[config.mk]
export PLATFORM = sky130hd
export DESIGN_NAME = hv_flt_bist_ctrl
export DESIGN_NICKNAME = d
export VERILOG_FILES = /design/src/rtl/hv_flt_pkg.sv /design/src/rtl/hv_flt_deb.sv /design/src/rtl/hv_flt_bist_ctrl.sv
export SDC_FILE = /design/constraint.sdc
export NUM_CORES = 1
export LEC_CHECK = 0
export ABC_AREA = 0
export CAP_MARGIN = 20
export CORE_ASPECT_RATIO = 2
export CORE_UTILIZATION = 40
export CTS_CLUSTER_DIAMETER = 60
export DETAILED_ROUTE_END_ITERATION = 16
export GPL_TIMING_DRIVEN = 0
export MAX_ROUTING_LAYER = met4
export PLACE_DENSITY = 0.68
export SLEW_MARGIN = 20
export SYNTH_ARGS = -nofsm -noshare
export SYNTH_HDL_FRONTEND = slang
export SYNTH_SLANG_ARGS = --single-unit
export TNS_END_PERCENT = 5
[constraint.sdc]
create_clock -name i_clk -period 2.6 [get_ports i_clk]
set_input_delay 0.26 -clock i_clk [delete_from_list [all_inputs] [get_ports i_clk]]
set_output_delay 0.26 -clock i_clk [all_outputs]
set_load 0.05 [all_outputs]
[src/rtl/hv_flt_pkg.sv]
// Shared types and helpers for the HV fault supervisor.
// BIST state encoding, default sizes and channel scan helper.
package hv_flt_pkg;

    localparam int CH_NUM_DEF = 6;
    localparam int DEB_W_DEF  = 4;
    localparam int TMO_W_DEF  = 8;

    typedef enum logic [2:0] {
        IDLE,
        INJ,
        REL,
        NEXT,
        DONE
    } bist_st_e;

    // Returns 16 when no bit at or above 'from' is set.
    function automatic logic [4:0] lsb_from(
        input logic [15:0] v,
        input logic [4:0]  from
    );
        logic [4:0] r;
        r = 5'd16;
        for (int i = 15; i >= 0; i--) begin
            if (v[i] && (5'(i) >= from)) begin
                r = 5'(i);
            end
        end
        return r;
    endfunction

endpackage

[src/rtl/hv_flt_deb.sv]
// Single fault channel: input synchroniser and symmetric debounce.
// o_deb follows the sampled level once it has differed for thr+1 cycles.
module hv_flt_deb
    import hv_flt_pkg::*;
#(
    parameter int DEB_W = DEB_W_DEF
) (
    input  logic             i_clk,
    input  logic             i_rst,
    input  logic             i_raw,
    input  logic [DEB_W-1:0] i_thr,
    output logic             o_deb
);

    logic             meta;
    logic [DEB_W-1:0] cnt;

    // meta is the first sync stage; cnt/o_deb registers form the second.
    always_ff @(posedge i_clk) begin
        if (i_rst) begin
            meta  <= 1'b0;
            cnt   <= '0;
            o_deb <= 1'b0;
        end else begin
            meta <= i_raw;
            if (meta == o_deb) begin
                cnt <= '0;
            end else if (cnt == i_thr) begin
                cnt   <= '0;
                o_deb <= ~o_deb;
            end else begin
                cnt <= cnt + 1'b1;
            end
        end
    end

endmodule

[src/rtl/hv_flt_bist_ctrl.sv]
// HV-die fault supervisor: debounce, sticky status, interrupt and
// a BIST sequencer that injects each enabled channel in turn.
module hv_flt_bist_ctrl
    import hv_flt_pkg::*;
#(
    parameter int CH_NUM = CH_NUM_DEF,
    parameter int DEB_W  = DEB_W_DEF,
    parameter int TMO_W  = TMO_W_DEF
) (
    input  logic                    i_clk,
    input  logic                    i_rst,
    input  logic [CH_NUM-1:0]       i_flt_raw,
    input  logic [CH_NUM*DEB_W-1:0] i_reg_deb_thr,
    input  logic [CH_NUM-1:0]       i_reg_flt_mask,
    input  logic [CH_NUM-1:0]       i_reg_flt_clr,
    input  logic                    i_bist_start,
    input  logic                    i_bist_abort,
    input  logic [CH_NUM-1:0]       i_reg_bist_en,
    input  logic [TMO_W-1:0]        i_reg_bist_tmo,
    output logic [CH_NUM-1:0]       o_flt_deb,
    output logic [CH_NUM-1:0]       o_flt_sts,
    output logic                    o_flt_any,
    output logic [CH_NUM-1:0]       o_bist_inj,
    output logic                    o_bist_busy,
    output logic                    o_bist_done,
    output logic [CH_NUM-1:0]       o_bist_pass
);

    function automatic logic [CH_NUM-1:0] oh(input logic [4:0] idx);
        logic [CH_NUM-1:0] r;
        r = '0;
        for (int i = 0; i < CH_NUM; i++) begin
            if (5'(i) == idx) begin
                r[i] = 1'b1;
            end
        end
        return r;
    endfunction

    bist_st_e          st, st_n;
    logic [4:0]        ch, ch_n;
    logic [4:0]        first_ch, nxt_ch;
    logic [CH_NUM-1:0] en_q, en_n;
    logic [CH_NUM-1:0] pass_n, sel, test_msk;
    logic [TMO_W-1:0]  tmr, tmr_n;
    logic [15:0]       en16, start16;
    logic              deb_ch;

    for (genvar k = 0; k < CH_NUM; k++) begin : g_ch
        hv_flt_deb #(
            .DEB_W(DEB_W)
        ) u_deb (
            .i_clk(i_clk),
            .i_rst(i_rst),
            .i_raw(i_flt_raw[k]),
            .i_thr(i_reg_deb_thr[k*DEB_W +: DEB_W]),
            .o_deb(o_flt_deb[k])
        );
    end

    always_comb begin
        en16                 = '0;
        en16[CH_NUM-1:0]     = en_q;
        start16              = '0;
        start16[CH_NUM-1:0]  = i_reg_bist_en;
    end

    assign first_ch    = lsb_from(start16, 5'd0);
    assign nxt_ch      = lsb_from(en16, ch + 5'd1);
    assign sel         = oh(ch);
    assign deb_ch      = |(o_flt_deb & sel);
    assign test_msk    = (st == INJ || st == REL) ? sel : '0;
    assign o_bist_busy = (st != IDLE);
    assign o_bist_done = (st == DONE);

    always_comb begin
        st_n   = st;
        ch_n   = ch;
        en_n   = en_q;
        tmr_n  = tmr;
        pass_n = o_bist_pass;
        unique case (st)
            IDLE: begin
                if (i_bist_start) begin
                    pass_n = '0;
                    if (|i_reg_bist_en) begin
                        en_n  = i_reg_bist_en;
                        ch_n  = first_ch;
                        tmr_n = '0;
                        st_n  = INJ;
                    end else begin
                        st_n = DONE;
                    end
                end
            end
            INJ: begin
                if (deb_ch) begin
                    pass_n = o_bist_pass | sel;
                    tmr_n  = '0;
                    st_n   = REL;
                end else if (tmr == i_reg_bist_tmo) begin
                    tmr_n = '0;
                    st_n  = REL;
                end else begin
                    tmr_n = tmr + 1'b1;
                end
            end
            REL: begin
                if (!deb_ch) begin
                    st_n = NEXT;
                end else if (tmr == i_reg_bist_tmo) begin
                    pass_n = o_bist_pass & ~sel;
                    st_n   = NEXT;
                end else begin
                    tmr_n = tmr + 1'b1;
                end
            end
            NEXT: begin
                if (nxt_ch == 5'd16) begin
                    st_n = DONE;
                end else begin
                    ch_n  = nxt_ch;
                    tmr_n = '0;
                    st_n  = INJ;
                end
            end
            DONE: st_n = IDLE;
            default: st_n = IDLE;
        endcase
        // Abort beats any same-cycle start; results kept only when idle.
        if (i_bist_abort) begin
            st_n  = IDLE;
            ch_n  = ch;
            en_n  = en_q;
            tmr_n = tmr;
            if (st != IDLE) begin
                pass_n = '0;
            end else begin
                pass_n = o_bist_pass;
            end
        end
    end

    always_ff @(posedge i_clk) begin
        if (i_rst) begin
            st          <= IDLE;
            ch          <= '0;
            en_q        <= '0;
            tmr         <= '0;
            o_bist_pass <= '0;
            o_bist_inj  <= '0;
            o_flt_sts   <= '0;
            o_flt_any   <= 1'b0;
        end else begin
            st          <= st_n;
            ch          <= ch_n;
            en_q        <= en_n;
            tmr         <= tmr_n;
            o_bist_pass <= pass_n;
            o_bist_inj  <= (st_n == INJ) ? oh(ch_n) : '0;
            o_flt_sts   <= (o_flt_deb & ~i_reg_flt_mask & ~test_msk)
                         | (o_flt_sts & ~i_reg_flt_clr);
            o_flt_any   <= |o_flt_sts;
        end
    end

endmodule
Word-level counts from Yosys, hierarchy flattened:

Index checks and enable logic that the tools add are counted.

* equality and inequality tests: 39
* reductions and logical operators: 32
* add/sub/neg operators: 8
* bitwise gates (word level): 25
* $lt $le $gt $ge: 6
* muxes and demuxes: 54

Operators with widths (count)
* 5-bit 2-to-1 mux: 16
* 8-bit 2-to-1 mux: 7
* 6-bit 2-to-1 mux: 7
* 8-bit case mux with 4 select lines: 1
* 6-bit bitwise AND: 5
* 4-bit by 1-bit adder with 4-bit output, second input constant: 6
* 4-bit equality test: 6
* 3-bit 2-to-1 mux: 8
* 6-bit NOT: 4
* 2-bit by 5-bit equality test with 1-bit output, first input constant: 4
* 3-bit by 5-bit equality test with 1-bit output, first input constant: 4
* 6-bit case mux with 3 select lines: 1
* 3-bit OR reduction: 6
* 6-bit OR reduction: 3
* 1-bit NOT: 14
* 1-bit 2-to-1 mux: 12
* 6-bit OR: 2
* 3-bit case mux with 4 select lines: 1
* 2-bit AND reduction: 6
* 1-bit by 5-bit equality test with 1-bit output, first input constant: 2
* 1-bit by 5-bit greater-or-equal comparator with 1-bit output, first input constant: 2
* 2-bit by 5-bit greater-or-equal comparator with 1-bit output, first input constant: 2
* 3-bit by 5-bit greater-or-equal comparator with 1-bit output, first input constant: 2
* 5-bit logical NOT: 2
* 22 further kinds: 41

* register bits: 77
* output and inout port bits: 27
* input bits: 60

Depth between registers and ports, before layout:

* depth in word-level cells: 16
* mapped depth: 10
* mapped depth without buffers: 9

Cells and area by module:

From an unflattened synthesis, not the netlist that was laid out.

* cell total of the unflattened synthesis: 450
* area total of the unflattened synthesis: 4219.0 µm²

By module, submodules not included
* hv_flt_bist_ctrl: area an instance 2552.4 µm², cells each 300, sequential area each 820.8 µm², times used 1
* hv_flt_deb: area an instance 277.8 µm², cells each 25, sequential area each 120.1 µm², times used 6

Worst setup path before layout:

OpenSTA, ideal clock, no wires.

* path kind: reg2reg
* from: reg ch[1]
* to: reg o_bist_inj[1]
* stages on the path, launching flop included: 10
* setup time: 0.087 ns
* arrival: 2.332 ns
* data required time: 2.513 ns
* path slack: 0.181 ns
* cells stage by stage: dfxtp_1 inv_1 ha_1 or3b_1 a21oi_2 nand3_2 a211oi_2 o21ai_0 and3_4 nor4b_2

* word-level cells in the longest chain between the ends: 16

Ends and longest elaborated chain
* start, declared: RTL line hv_flt_bist_ctrl.sv:41 `logic [4:0] ch, ch_n;`
* start signal, assigned: RTL line hv_flt_bist_ctrl.sv:156 `ch <= ch_n;`
* 5-bit by 1-bit adder with 5-bit output: RTL line hv_flt_bist_ctrl.sv:69 `assign nxt_ch = lsb_from(en16, ch + 5'd1);`
* 3-bit by 5-bit greater-or-equal comparator with 1-bit output: RTL line hv_flt_pkg.sv:25 `if (v[i] && (5'(i) >= from)) begin`
* 1-bit logical AND: RTL line hv_flt_pkg.sv:25
* 5-bit 2-to-1 mux (6 in a row): RTL line hv_flt_pkg.sv:25
* 5-bit equality test: RTL line hv_flt_bist_ctrl.sv:119 `if (nxt_ch == 5'd16) begin`
* 3-bit 2-to-1 mux: RTL line hv_flt_bist_ctrl.sv:119
* 3-bit case mux with 4 select lines: RTL line hv_flt_bist_ctrl.sv:82 `unique case (st)`
* 3-bit 2-to-1 mux: RTL line hv_flt_bist_ctrl.sv:131 `if (i_bist_abort) begin`
* 3-bit by 1-bit equality test with 1-bit output: RTL line hv_flt_bist_ctrl.sv:160 `o_bist_inj <= (st_n == INJ) ? oh(ch_n) : '0;`
* 1-bit NOT (no source line)
* 2-bit OR reduction (no source line)
* end signal, assigned: RTL line hv_flt_bist_ctrl.sv:160
* end, declared: RTL line hv_flt_bist_ctrl.sv:23 `output logic [CH_NUM-1:0] o_bist_inj,`

Parallel ways exist; a longest one is shown, timed or not.
A chain may end at the register's enable or synchronous reset.

Worst setup path in the final report:

* from: reg ch[0]
* to: reg o_bist_inj[1]

Same word-level chain as after synthesis.

==> flow_summary.yaml <==
synth:
  syn_area_sq_um: 3980
  ys_types: 69
  synthCells: 444
  synth.avg_cell_area_sq_um: 8.97
  synth_seq_area_share: 0.387
  synthArstFlopShare: 0
  ys_seq_elements: 77
  synthesis.nets: 516
  synth_ff_type: "dfxtp_1"
  yosys_warnings: 0
  synth_edf_count: 0
clocking:
  clkTransAtPathRegs_ns: 0.06
  clockBufferDepth: 2
  cts_buffers: 9
  clk_latency_ns: 0.34
  ctsRootBufferMaster: "clkbuf_16"
  htreeDepth: 3
  cts_tree: "yes"
  cts_sinks: 77
detailed_routing:
  drt-initial-drc-count: 104
  wl_microns: 10400
  drc: 0
  num_vias: 3550
  wire_per_inst_microns: 15.2
  dr.pass1.iters: 6
  postRouteAntennaNets: 0
  avgViaCountPerCell: 5.20
pwr:
  power_density_nw_per_um2: 515
  internal_power_w: 0.00205
  p_sw_w: 0.000742
  p_leak_nw: 2.07
  pwr-share-seq: 0.441
  power.total_w: 0.00279
  clkPwrFrac: 0.423
  ir_worst_vdd_v: 0.000379
  comb_power_share: 0.135
  swShare: 0.266
floorplan:
  row_count: 51
  dieWidth_microns: 72.6
  die_area_sq_um: 10400
  start_util: 0.411
  io_pins: 87
  die_h_microns: 143
  core_sq_um: 9700
critical_path:
  timing.critical_path.from_type: "register"
  cp-startpoint: "ch[0]"
  worstPathRequired_ns: 2.85
  crit_type: "register to register"
  worstPathMaxFanout: 8
  r2r-start: "ch[0]"
  worstSetupEndpointType: "register"
  worstPathArrival_ns: 2.75
global_routing:
  grt_first_pass_wirelength_microns: 15900
  grt.overflow.total: 0
  grt_max_degree: 15
  antenna_found_initial: 0
  grt_pass1_vias: 3472
  grt_usage: 0.207
sta:
  worst_slew_pin_slew_ns: 0.678
  min_period_ns: 2.50
  hold_viol: 0
  relSlewSlack: 0.546
  setup-violations-final: 0
  finalMaxSlewViolations: 0
  fmax_mhz: 400
  period_share: 0.962
  fin_skew_ns: 0.00711
place:
  gp_congestion: 0.872
  place_inst: 662
  hpwl_microns: 7930
  io_buffers: 86
layout:
  fin_nets: 618
  drive_gt1_frac: 0.114
  syn_to_final_growth_pct: 36.0
  layout_commonest_cell: "clkdlybuf4s50_1"
  layout_common_cells: "clkdlybuf4s50_1, dfxtp_1, nor2_1"
  antenna_cells: 0
  fin_cells: 683
hold_path:
  worst_hold_path_type: "primary input to register"
  min_from: "i_flt_raw[2]"
run_status:
  run_status: "finished, final reports clean"
job:
  cap_viol_max_count: 0
## logic make-up (layout without fill, tap and decap cells)
group,Yosys count,after routing,synth area share
AND/OR/NAND/NOR,172,172,0.240
buffers and inverters,33,140,0.0427
XOR/XNOR,58,58,0.128
AO/OA/AOI/OAI,79,79,0.132
adder cells (fa/ha/maj),12,12,0.0377
multiplexers,13,13,0.0327
flip-flops,77,77,0.387
## power groups by stage
stage	sequential, W	clock [W]	combinational (W)
global route	0.00123	0.00125	0.000409
floorplan	0.00126	0	0.000185
global placement	0.00126	0	0.000346
detailed placement	0.00126	0	0.000352
finish	0.00123	0.00118	0.000378
CTS	0.00123	0.00120	0.000358
## layout make-up
class	count	area, sq um
flip-flops and latches	77	1550
repair buffers	91	898
plain buffers	16	106
clock buffers	10	229
fillers	932	4280
clock inverters	6	47.5
inverters	17	63.8
multi-input cells	334	2360
well taps	132	165
## final timing paths
check,endpoint,slack [ns],cells past startpoint
worst min-delay path,g_ch[2].u_deb.meta,0.47,2
worst max register to register,o_bist_inj[1],0.1,9
worst min register to register,g_ch[2].u_deb.cnt[0],0.48,1
worst max-delay path,o_bist_inj[1],0.1,9
## cell usage after synthesis, types with 2 or more instances
| master | n | area, sq um |
|---|---|---|
| o31ai_1 | 2 | 15.0 |
| clkbuf_1 | 3 | 11.3 |
| xnor2_1 | 19 | 166 |
| nand2_1 | 15 | 56.3 |
| or3_1 | 6 | 37.5 |
| or2_1 | 3 | 18.8 |
| nor3_1 | 4 | 20.0 |
| buf_4 | 8 | 60.1 |
| xor2_1 | 39 | 342 |
| a2111o_1 | 2 | 22.5 |
| a21o_1 | 3 | 22.5 |
| o21ai_1 | 5 | 25.0 |
| a211oi_1 | 2 | 15.0 |
| and3_1 | 2 | 12.5 |
| buf_1 | 2 | 7.51 |
| and4_1 | 2 | 17.5 |
| nor4b_2 | 3 | 45.0 |
| nand2b_1 | 10 | 62.6 |
| nor4_1 | 14 | 87.6 |
| nor2_1 | 59 | 221 |
| buf_6 | 2 | 22.5 |
| and2_1 | 2 | 12.5 |
| mux2i_1 | 13 | 130 |
| nor4_2 | 3 | 37.5 |
| ha_1 | 12 | 150 |
| nor3b_1 | 4 | 30.0 |
| nand3_1 | 17 | 85.1 |
| nand3_2 | 2 | 20.0 |
| or4_1 | 2 | 15.0 |
| a21oi_1 | 25 | 125 |
| o21ai_0 | 12 | 60.1 |
| nor2b_1 | 14 | 87.6 |
| o21a_1 | 2 | 15.0 |
| o211ai_1 | 5 | 37.5 |
| or2_2 | 2 | 12.5 |
| inv_1 | 15 | 56.3 |
| dfxtp_1 | 77 | 1540 |
## routing by layer
layer  vias to the layer above  GRT usage  wire [microns]  share of wire
met5                         -          -               0              0
met4                         0      0.117             472          0.045
met3                        37     0.0381             433          0.042
met2                       108      0.385            5700           0.55
met1                      1644      0.193            3770           0.36
li1                       1761          -               -              -
## registers in the layout (all words and copies together) (netlist names), 5 cells and up
signal	count
o_bist_pass	6
g_ch.u_deb.meta	6
g_ch.u_deb.cnt	24
tmr	8
g_ch.u_deb.o_deb	6
en_q	6
o_bist_inj	6
o_flt_sts	6
ch	5
## critical path: stages, from the launching register on
cell,delay [ns]
dfxtp_4,0.40
inv_1,0.09
ha_4,0.27
or3b_4,0.40
a21oi_4,0.17
nand3_4,0.12
a211oi_4,0.39
o21ai_2,0.11
and3_4,0.21
nor4b_2,0.24
## through the flow
step / hold WS [ns] / setup WS, ns / area [sq um] / utilization / TNS [ns]
floorplan: 0.388 / 0.181 / 3980 / - / 0
global placement: 0.452 / -0.242 / 5010 / 0.517 / -2.18
detailed placement: 0.469 / -0.236 / 5010 / 0.517 / -2.44
CTS: 0.463 / 0.000771 / 5310 / 0.547 / 0
global route: 0.485 / -0.0339 / 5420 / 0.559 / -0.0368
finish: 0.474 / 0.0998 / 5420 / 0.559 / 0
## timing repair
item,in CTS,in global routing
pin swaps,1,6
gates resized for setup,7,16
endpoints found under the setup margin,18,14
setup buffers,0,5
hold endpoints to repair,0,0
hold buffers,0,0
cloned,0,0
Power figures use the tool's default switching activity.
